### config.mk
export PLATFORM = sky130hd
export DESIGN_NAME = instr_sequencer_flat
export DESIGN_NICKNAME = d
export VERILOG_FILES = /design/src/rtl/cpu_pkg.sv /design/src/rtl/instr_sequencer_if.sv /design/src/rtl/instr_decode.sv /design/src/rtl/instr_sequencer.sv /design/src/flat_wrapper.sv
export SDC_FILE = /design/constraint.sdc
export NUM_CORES = 1
export LEC_CHECK = 0
export CAP_MARGIN = 20
export CORE_MARGIN = 1
export CORE_UTILIZATION = 40
export CTS_BUF_LIST = sky130_fd_sc_hd__clkbuf_8 sky130_fd_sc_hd__clkbuf_16
export DETAILED_ROUTE_END_ITERATION = 16
export MAX_ROUTING_LAYER = met4
export PLACE_DENSITY = 0.71
export SLEW_MARGIN = 10
export SYNTH_ARGS = -nofsm -noshare
export SYNTH_HDL_FRONTEND = slang
export SYNTH_SLANG_ARGS = --single-unit
### constraint.sdc
create_clock -name clk -period 5.2 [get_ports clk]
set_clock_uncertainty 0.1 [all_clocks]
set_input_delay 1.04 -clock clk [delete_from_list [all_inputs] [get_ports clk]]
set_output_delay 1.04 -clock clk [all_outputs]
set_load 0.03 [all_outputs]
### src/rtl/cpu_pkg.sv
// Shared CPU definitions: FSM states, opcode/func constants and ALU select codes.
// Used by the sequencer, its decoder, the control unit and the ALU.
package cpu_pkg;

  typedef enum logic [2:0] {
    StFetch,
    StDecode,
    StExecute,
    StMem,
    StWb,
    StHalt
  } state_e;

  typedef enum logic [3:0] {
    AluNop = 4'b0000,
    AluAdd = 4'b0001,
    AluSub = 4'b0010,
    AluOr  = 4'b0011,
    AluAnd = 4'b0100,
    AluXor = 4'b0101
  } alu_op_e;

  localparam logic [6:0] OpcRType = 7'b0110011;
  localparam logic [6:0] OpcLoad  = 7'b0000011;

  localparam logic [6:0] F7Base = 7'b0000000;
  localparam logic [6:0] F7Sub  = 7'b0100000;

  localparam logic [2:0] F3AddSub = 3'b000;
  localparam logic [2:0] F3Xor    = 3'b100;
  localparam logic [2:0] F3Or     = 3'b110;
  localparam logic [2:0] F3And    = 3'b111;

  localparam logic [31:0] PcStep = 32'd4;

endpackage

### src/rtl/instr_sequencer_if.sv
// Fetch/load handshake and decoded-instruction bus of the instruction sequencer.
// master = sequencer side, slave = memory/datapath side.
interface instr_sequencer_if;

  logic        imem_req;
  logic        imem_ready;
  logic [31:0] imem_rdata;
  logic [31:0] pc;
  logic        dmem_req;
  logic        dmem_ready;
  logic [4:0]  rs1;
  logic [4:0]  rs2;
  logic [4:0]  rd;
  logic [31:0] imm;
  logic [3:0]  alu_op;
  logic        reg_wen;
  logic        reg_flag;
  logic        instr_done;
  logic        illegal;

  modport master (
    output imem_req, pc, dmem_req, rs1, rs2, rd, imm, alu_op,
           reg_wen, reg_flag, instr_done, illegal,
    input  imem_ready, imem_rdata, dmem_ready
  );

  modport slave (
    input  imem_req, pc, dmem_req, rs1, rs2, rd, imm, alu_op,
           reg_wen, reg_flag, instr_done, illegal,
    output imem_ready, imem_rdata, dmem_ready
  );

endinterface

### src/rtl/instr_decode.sv
// Combinational decoder: classifies an instruction word as legal R-type/load
// and selects the ALU operation.
module instr_decode
  import cpu_pkg::*;
#(
  parameter int unsigned WIDTH_OP = 7
) (
  input  logic [31:0] instr_i,
  output logic        legal_o,
  output logic        is_load_o,
  output alu_op_e     alu_op_o
);

  logic [WIDTH_OP-1:0] opcode;
  logic [WIDTH_OP-1:0] func7;
  logic [2:0]          func3;
  logic                unused_fields;

  assign opcode = instr_i[WIDTH_OP-1:0];
  assign func7  = instr_i[31 -: WIDTH_OP];
  assign func3  = instr_i[14:12];

  // Register fields are consumed by the sequencer, not here.
  assign unused_fields = ^{instr_i[24:15], instr_i[11:WIDTH_OP]};

  always_comb begin
    legal_o   = 1'b0;
    is_load_o = 1'b0;
    alu_op_o  = AluNop;
    if (opcode == OpcLoad) begin
      legal_o   = 1'b1;
      is_load_o = 1'b1;
      alu_op_o  = AluAdd;
    end else if (opcode == OpcRType) begin
      if (func7 == F7Base) begin
        unique case (func3)
          F3AddSub: begin legal_o = 1'b1; alu_op_o = AluAdd; end
          F3Xor:    begin legal_o = 1'b1; alu_op_o = AluXor; end
          F3Or:     begin legal_o = 1'b1; alu_op_o = AluOr;  end
          F3And:    begin legal_o = 1'b1; alu_op_o = AluAnd; end
          default:  ;
        endcase
      end else if (func7 == F7Sub && func3 == F3AddSub) begin
        legal_o  = 1'b1;
        alu_op_o = AluSub;
      end
    end
  end

endmodule

### src/rtl/instr_sequencer.sv
// Multi-cycle fetch/decode/execute/mem/writeback sequencer with PC and
// fetch/load handshakes; unsupported instructions halt until reset.
module instr_sequencer
  import cpu_pkg::*;
#(
  parameter int unsigned WIDTH_OP = 7,
  parameter logic [31:0] RESET_PC = 32'h0000_0000
) (
  input logic                clk,
  input logic                rst,
  instr_sequencer_if.master  bus_io
);

  state_e      state_q, state_d;
  logic [31:0] pc_q, pc_d;
  logic [31:0] instr_q, instr_d;
  alu_op_e     alu_op_q, alu_op_d;
  logic        is_load_q, is_load_d;
  logic        illegal_q, illegal_d;

  logic        dec_legal;
  logic        dec_is_load;
  alu_op_e     dec_alu_op;

  instr_decode #(
    .WIDTH_OP (WIDTH_OP)
  ) u_instr_decode (
    .instr_i   (instr_q),
    .legal_o   (dec_legal),
    .is_load_o (dec_is_load),
    .alu_op_o  (dec_alu_op)
  );

  always_comb begin
    state_d   = state_q;
    pc_d      = pc_q;
    instr_d   = instr_q;
    alu_op_d  = alu_op_q;
    is_load_d = is_load_q;
    illegal_d = illegal_q;
    unique case (state_q)
      StFetch: begin
        if (bus_io.imem_ready) begin
          instr_d = bus_io.imem_rdata;
          state_d = StDecode;
        end
      end
      StDecode: begin
        alu_op_d  = dec_alu_op;
        is_load_d = dec_is_load;
        if (dec_legal) begin
          state_d = StExecute;
        end else begin
          illegal_d = 1'b1;
          state_d   = StHalt;
        end
      end
      StExecute: state_d = is_load_q ? StMem : StWb;
      StMem: begin
        if (bus_io.dmem_ready) begin
          state_d = StWb;
        end
      end
      StWb: begin
        pc_d    = pc_q + PcStep;
        state_d = StFetch;
      end
      StHalt:  state_d = StHalt;
      default: state_d = StFetch;
    endcase
  end

  always_ff @(posedge clk) begin
    if (rst) begin
      state_q   <= StFetch;
      pc_q      <= RESET_PC;
      instr_q   <= '0;
      alu_op_q  <= AluNop;
      is_load_q <= 1'b0;
      illegal_q <= 1'b0;
    end else begin
      state_q   <= state_d;
      pc_q      <= pc_d;
      instr_q   <= instr_d;
      alu_op_q  <= alu_op_d;
      is_load_q <= is_load_d;
      illegal_q <= illegal_d;
    end
  end

  // Strobes are masked while rst is high so a reset abandons requests at once.
  assign bus_io.imem_req   = (state_q == StFetch) && !rst;
  assign bus_io.dmem_req   = (state_q == StMem) && !rst;
  assign bus_io.reg_wen    = (state_q == StWb) && !rst && (instr_q[11:7] != 5'd0);
  assign bus_io.instr_done = (state_q == StWb) && !rst;
  assign bus_io.reg_flag   = (state_q == StWb) && is_load_q;
  assign bus_io.illegal    = illegal_q;
  assign bus_io.alu_op     = alu_op_q;
  assign bus_io.pc         = pc_q;

  assign bus_io.rs1 = instr_q[19:15];
  assign bus_io.rs2 = instr_q[24:20];
  assign bus_io.rd  = instr_q[11:7];
  assign bus_io.imm = {{20{instr_q[31]}}, instr_q[31:20]};

endmodule

### src/flat_wrapper.sv
// flat-port wrapper written by rule: the top's interface ports become plain ports
module instr_sequencer_flat import cpu_pkg::*;
#(
  parameter int unsigned WIDTH_OP = 7,
  parameter logic [31:0] RESET_PC = 32'h0000_0000
)
  (clk, rst, bus_io_imem_req, bus_io_pc, bus_io_dmem_req, bus_io_rs1, bus_io_rs2, bus_io_rd, bus_io_imm, bus_io_alu_op, bus_io_reg_wen, bus_io_reg_flag, bus_io_instr_done, bus_io_illegal, bus_io_imem_ready, bus_io_imem_rdata, bus_io_dmem_ready);
  instr_sequencer_if bus_io_i ();
  input logic clk;
  input logic rst;
  output wire logic [$bits(bus_io_i.imem_req)-1:0] bus_io_imem_req;
  output wire logic [$bits(bus_io_i.pc)-1:0] bus_io_pc;
  output wire logic [$bits(bus_io_i.dmem_req)-1:0] bus_io_dmem_req;
  output wire logic [$bits(bus_io_i.rs1)-1:0] bus_io_rs1;
  output wire logic [$bits(bus_io_i.rs2)-1:0] bus_io_rs2;
  output wire logic [$bits(bus_io_i.rd)-1:0] bus_io_rd;
  output wire logic [$bits(bus_io_i.imm)-1:0] bus_io_imm;
  output wire logic [$bits(bus_io_i.alu_op)-1:0] bus_io_alu_op;
  output wire logic [$bits(bus_io_i.reg_wen)-1:0] bus_io_reg_wen;
  output wire logic [$bits(bus_io_i.reg_flag)-1:0] bus_io_reg_flag;
  output wire logic [$bits(bus_io_i.instr_done)-1:0] bus_io_instr_done;
  output wire logic [$bits(bus_io_i.illegal)-1:0] bus_io_illegal;
  input wire logic [$bits(bus_io_i.imem_ready)-1:0] bus_io_imem_ready;
  input wire logic [$bits(bus_io_i.imem_rdata)-1:0] bus_io_imem_rdata;
  input wire logic [$bits(bus_io_i.dmem_ready)-1:0] bus_io_dmem_ready;
  assign bus_io_imem_req = bus_io_i.imem_req;
  assign bus_io_pc = bus_io_i.pc;
  assign bus_io_dmem_req = bus_io_i.dmem_req;
  assign bus_io_rs1 = bus_io_i.rs1;
  assign bus_io_rs2 = bus_io_i.rs2;
  assign bus_io_rd = bus_io_i.rd;
  assign bus_io_imm = bus_io_i.imm;
  assign bus_io_alu_op = bus_io_i.alu_op;
  assign bus_io_reg_wen = bus_io_i.reg_wen;
  assign bus_io_reg_flag = bus_io_i.reg_flag;
  assign bus_io_instr_done = bus_io_i.instr_done;
  assign bus_io_illegal = bus_io_i.illegal;
  assign bus_io_i.imem_ready = bus_io_imem_ready;
  assign bus_io_i.imem_rdata = bus_io_imem_rdata;
  assign bus_io_i.dmem_ready = bus_io_dmem_ready;
  instr_sequencer #(.WIDTH_OP(WIDTH_OP), .RESET_PC(RESET_PC)) u_core (.clk(clk), .rst(rst), .bus_io(bus_io_i));
endmodule
Yosys cells after proc, flatten, opt, wreduce, memory -nomap -nowiden
Index checks and enable logic that the tools add are counted.

storage, ports and cells
  register bits = 73
  input port bits = 36
  output and inout port bits = 89
  logic and storage cells = 52

operators by class
  add/subtract/negate cells = 1
  equal/unequal tests = 13
  muxes and demuxes = 16
  bitwise logic cells = 1
  reductions and logical operators = 15

operators by type and width
  operator                                                               count
  32-bit by 3-bit adder with 32-bit output, second input constant        1
  3-bit equality test, second input constant                             5
  3-bit case mux with 5 select lines                                     1
  7-bit by 6-bit equality test with 1-bit output, second input constant  2
  3-bit two-way mux                                                      4
  4-bit two-way mux                                                      3
  3-bit case mux with 4 select lines                                     1
  7-bit by 2-bit equality test with 1-bit output, second input constant  1
  7-bit zero test                                                        1
  3-bit by 2-bit equality test with 1-bit output, second input constant  2
  1-bit logical AND                                                      6
  3-bit zero test                                                        2
  1-bit two-way mux                                                      6
  2-bit AND reduction                                                    3
  5-bit nonzero test                                                     1
  2-bit != test, second input constant                                   2
  4-bit OR reduction                                                     1
  3-bit by 1-bit equality test with 1-bit output, second input constant  1
  2-bit two-way mux                                                      1
  1-bit zero test                                                        1
  1-bit inverter                                                         1

Logic depth before layout (Yosys ltp)
  depth in word-level cells = 8
  mapped depth = 7
  depth with buffers taken out = 5

Hierarchy
From an unflattened synthesis, not the netlist that was laid out.

unflattened totals
  cell total of the unflattened synthesis = 433
  area total of the unflattened synthesis = 3488.3 um2

by module, submodules not included
  module           times used  cells each  area an instance (um2)  seq. area each (um2)
  instr_sequencer  1           408         3325.7                  1421.4
  instr_decode     1           25          162.7                   0.0

Worst setup path before layout
No wires, ideal clock.

  path kind = input to output
  start point = input port rst
  end point = output port bus_io_imem_req
  arrival time = 2124 ps
  data required time = 4060 ps
  slack = 1936 ps
  stages = 2
  cell sequence = clkbuf_1 > nor4_1

between the ends
  cells in the longest elaborated chain, start to end = 2

RTL lines
  what                RTL line               source
  start: declaration  flat_wrapper.sv:10     input logic rst;
  1-bit zero test     instr_sequencer.sv:92  assign bus_io.imem_req = (state_q == StFetch) && !rst;
  1-bit logical AND   instr_sequencer.sv:92
  end: declaration    flat_wrapper.sv:11     output wire logic [$bits(bus_io_i.imem_req)-1:0] bus_io_imem_req;

Every way passes these cells.

Final worst setup path
  start point = input port rst
  end point = output port bus_io_reg_wen

between the ends
  cells in the longest elaborated chain, start to end = 3

RTL lines
  what                             RTL line               source
  1-bit zero test                  instr_sequencer.sv:94  assign bus_io.reg_wen = (state_q == StWb) && !rst && (instr_q[11:7] != 5'd0);
  1-bit logical AND (2 in series)  instr_sequencer.sv:94
  end: declaration                 flat_wrapper.sv:19     output wire logic [$bits(bus_io_i.reg_wen)-1:0] bus_io_reg_wen;

Every way passes these cells.

==> impl_metrics.yaml <==
run_status:
  status: "completed"
power:
  p_leak_nw: 1.60
  ir_drop_uv: 219
  power_density_mw_per_mm2: 357
flow_run:
  maxCapViolations: 0
global_route:
  grt-ovfl-total: 0
  grt_max_degree: 46
  grt_usage: 0.191
  grt_pass1_wl_um: 13100
  first_global_vias: 2826
  antenna_found_initial: 0
clock_network:
  numCtsBuffers: 9
  postCtsHoldBufs: 0
  cts_resized: 0
  cts_setup_buffers: 0
  cts_root_buf: "clkbuf_8"
  clk_path_buf_depth: 2
  cts_num_sinks: 70
  h-tree-depth: 3
  clock_latency_ns: 0.34
  cts_tree: "yes"
  clk_pin_slew_worst_paths_ns: 0.07
worst_hold_path:
  hold_class: "reg -> reg"
  worstHoldStart: "u_core.instr_q[17]"
  hold_path_depth: 2
timing:
  finalHoldViolations: 0
  layout_setup_ws_ns: 1.59
  setup_violations: 0
  drv_slew: 0
  setup-tns-final_ns: 0
  worst-slew-pin-transition_ns: 0.643
  slew_headroom: 0.571
  period_share: 0.695
  fmax_mhz: 277
  rsz0062_at_grt: "false"
  min_period_ns: 3.61
setup_path:
  reg2reg_to: "u_core.bus_io.pc[31]"
  endpoint: "bus_io_reg_wen"
  crit_path_end_kind: "output port"
  cp_data_required_time_ns: 4.06
  cp-startpoint: "rst"
  startpoint_type: "input pin"
  rrSetupSlack_ns: 2.63
  r2r_start: "u_core.state_q[2]"
  rr_worst_depth: 4
  crit_arrival_ns: 2.47
  critPathMaxFanout: 36
  worstSetupPathType: "in -> out"
drt:
  drtIter0Drc: 154
  wl_per_cell_um: 13.5
  antenna_left: 0
  vias: 3075
  wirelength_um: 8080
  viasPerCell: 5.13
  drc: 0
  dr.pass1.iters: 4
place:
  post-dp-hpwl_um: 5710
  globalplace.congestion: 0.768
  post-place-ws_ns: 1.60
  io_buffers: 121
synthesis:
  synth-edff-count: 0
  synth.distinct_cells: 46
  syn_inst: 426
  synth_area_mm2: 0.00346
  synth-seq-cells: 70
  async_reset_ff_frac: 0
  seq_area_frac_synth: 0.405
  synth-main-ff-cell: "dfxtp_1"
  ys_warn_count: 0
  synth_area_per_cell_um2: 8.13
floorplan:
  rows: 33
  core_area_mm2: 0.00830
  die_w_um: 95.0
  start_util: 0.417
  io_pins: 125
  dieArea_mm2: 0.00903
  die_h_um: 95.0
cells_and_area:
  area_delta_synth_final_pct: 33.3
  final_common_cell: "clkdlybuf4s50_1"
  layout_common_cells: "clkdlybuf4s50_1 (120), nand2_1 (80), dfxtp_1 (70)"
  final-seq-area_mm2: 0.00140
  multiInputGateArea_mm2: 0.00159
  n_antenna_cell: 0
  drive_gt1_frac: 0.0626
  nFillCells: 796
  finalNetCount: 527
## area by class of cell
type | count | area share
clock buffer | 10 | 0.0298
multi-input combinational | 280 | 0.344
inverter | 5 | 0.00407
timing repair buffer | 124 | 0.266
clock inverter | 6 | 0.0239
tap | 105 | 0.0285
sequential | 70 | 0.304
## through the flow
| stage | power, mW | hold slack (ns) | util | instance area, um2 | std cells |
|---|---|---|---|---|---|
| 2_1_floorplan | 1.01 | 0.331 | - | 3470 | 428 |
| 3_3_place_gp | 1.12 | 0.336 | 0.526 | 4370 | 584 |
| 3_5_place_dp | 1.13 | 0.347 | 0.526 | 4370 | 584 |
| 4_1_cts | 1.67 | 0.357 | 0.556 | 4610 | 600 |
| 5_1_grt | 1.73 | 0.385 | 0.556 | 4610 | 600 |
| 6_report | 1.65 | 0.352 | 0.556 | 4610 | 600 |
## worst min-delay path by stage
stage,to,slack (ns)
CTS,u_core.instr_q[17],0.36
global route,u_core.instr_q[6],0.39
detailed placement,u_core.instr_q[17],0.35
finish,u_core.instr_q[17],0.35
floorplan,u_core.instr_q[1],0.33
global placement,u_core.bus_io.illegal,0.34
## worst max-delay path, cell delays in order
cell and delay [ns]:
buf_2 0.50, nor2_1 0.16, o21a_1 0.16, clkdlybuf4s50_1 0.59
## report_power, final
part,switching (mW),internal (mW),leakage (nW)
Combinational,0.277,0.190,0.908
Sequential,0.0600,0.585,0.569
Clock,0.205,0.331,0.124
## flip-flops by register name, summed over array words and instances, names as in the netlist
| register | flops |
|---|---|
| u_core.bus_io.illegal | 1 |
| u_core.is_load_q | 1 |
| u_core.bus_io.alu_op | 3 |
| u_core.instr_q | 32 |
| u_core.bus_io.pc | 30 |
| u_core.state_q | 3 |
## synthesized netlist by cell type (all sizes together), types with 2 or more instances
cell type	n	area (um2)
dfxtp	70	1400
inv	5	18.8
nor2b	8	50.1
a21oi	53	265
nor3b	2	15.0
xor2	8	70.1
and3	5	31.3
clkbuf	18	67.6
nand2b	3	18.8
o31ai	8	60.1
nor4b	3	32.5
and4	5	43.8
nand3	12	60.1
nor2	22	82.6
nand4	9	77.6
nand2	80	300
o21ai	6	30.0
nand4b	2	17.5
nor4	10	68.8
buf	55	402
or3	6	37.5
mux2	7	78.8
or4	12	90.1
## logic make-up after synthesis
family	synth area share
simple gates	0.282
compound gates	0.119
xor+xnor	0.0228
flops	0.405
other cells	0.00108
buf+inv	0.141
fa+ha+maj	0.00361
mux	0.0257
## metal layers
layer | GRT usage | up-vias | part of all wire
met2 | 0.318 | 92 | 0.49
met1 | 0.218 | 1421 | 0.43
met3 | 0.0662 | 10 | 0.065
li1 | - | 1552 | -
met4 | 0.0492 | 0 | 0.0096
met5 | - | - | 0
No activity file was read; power rests on OpenSTA's default activity.
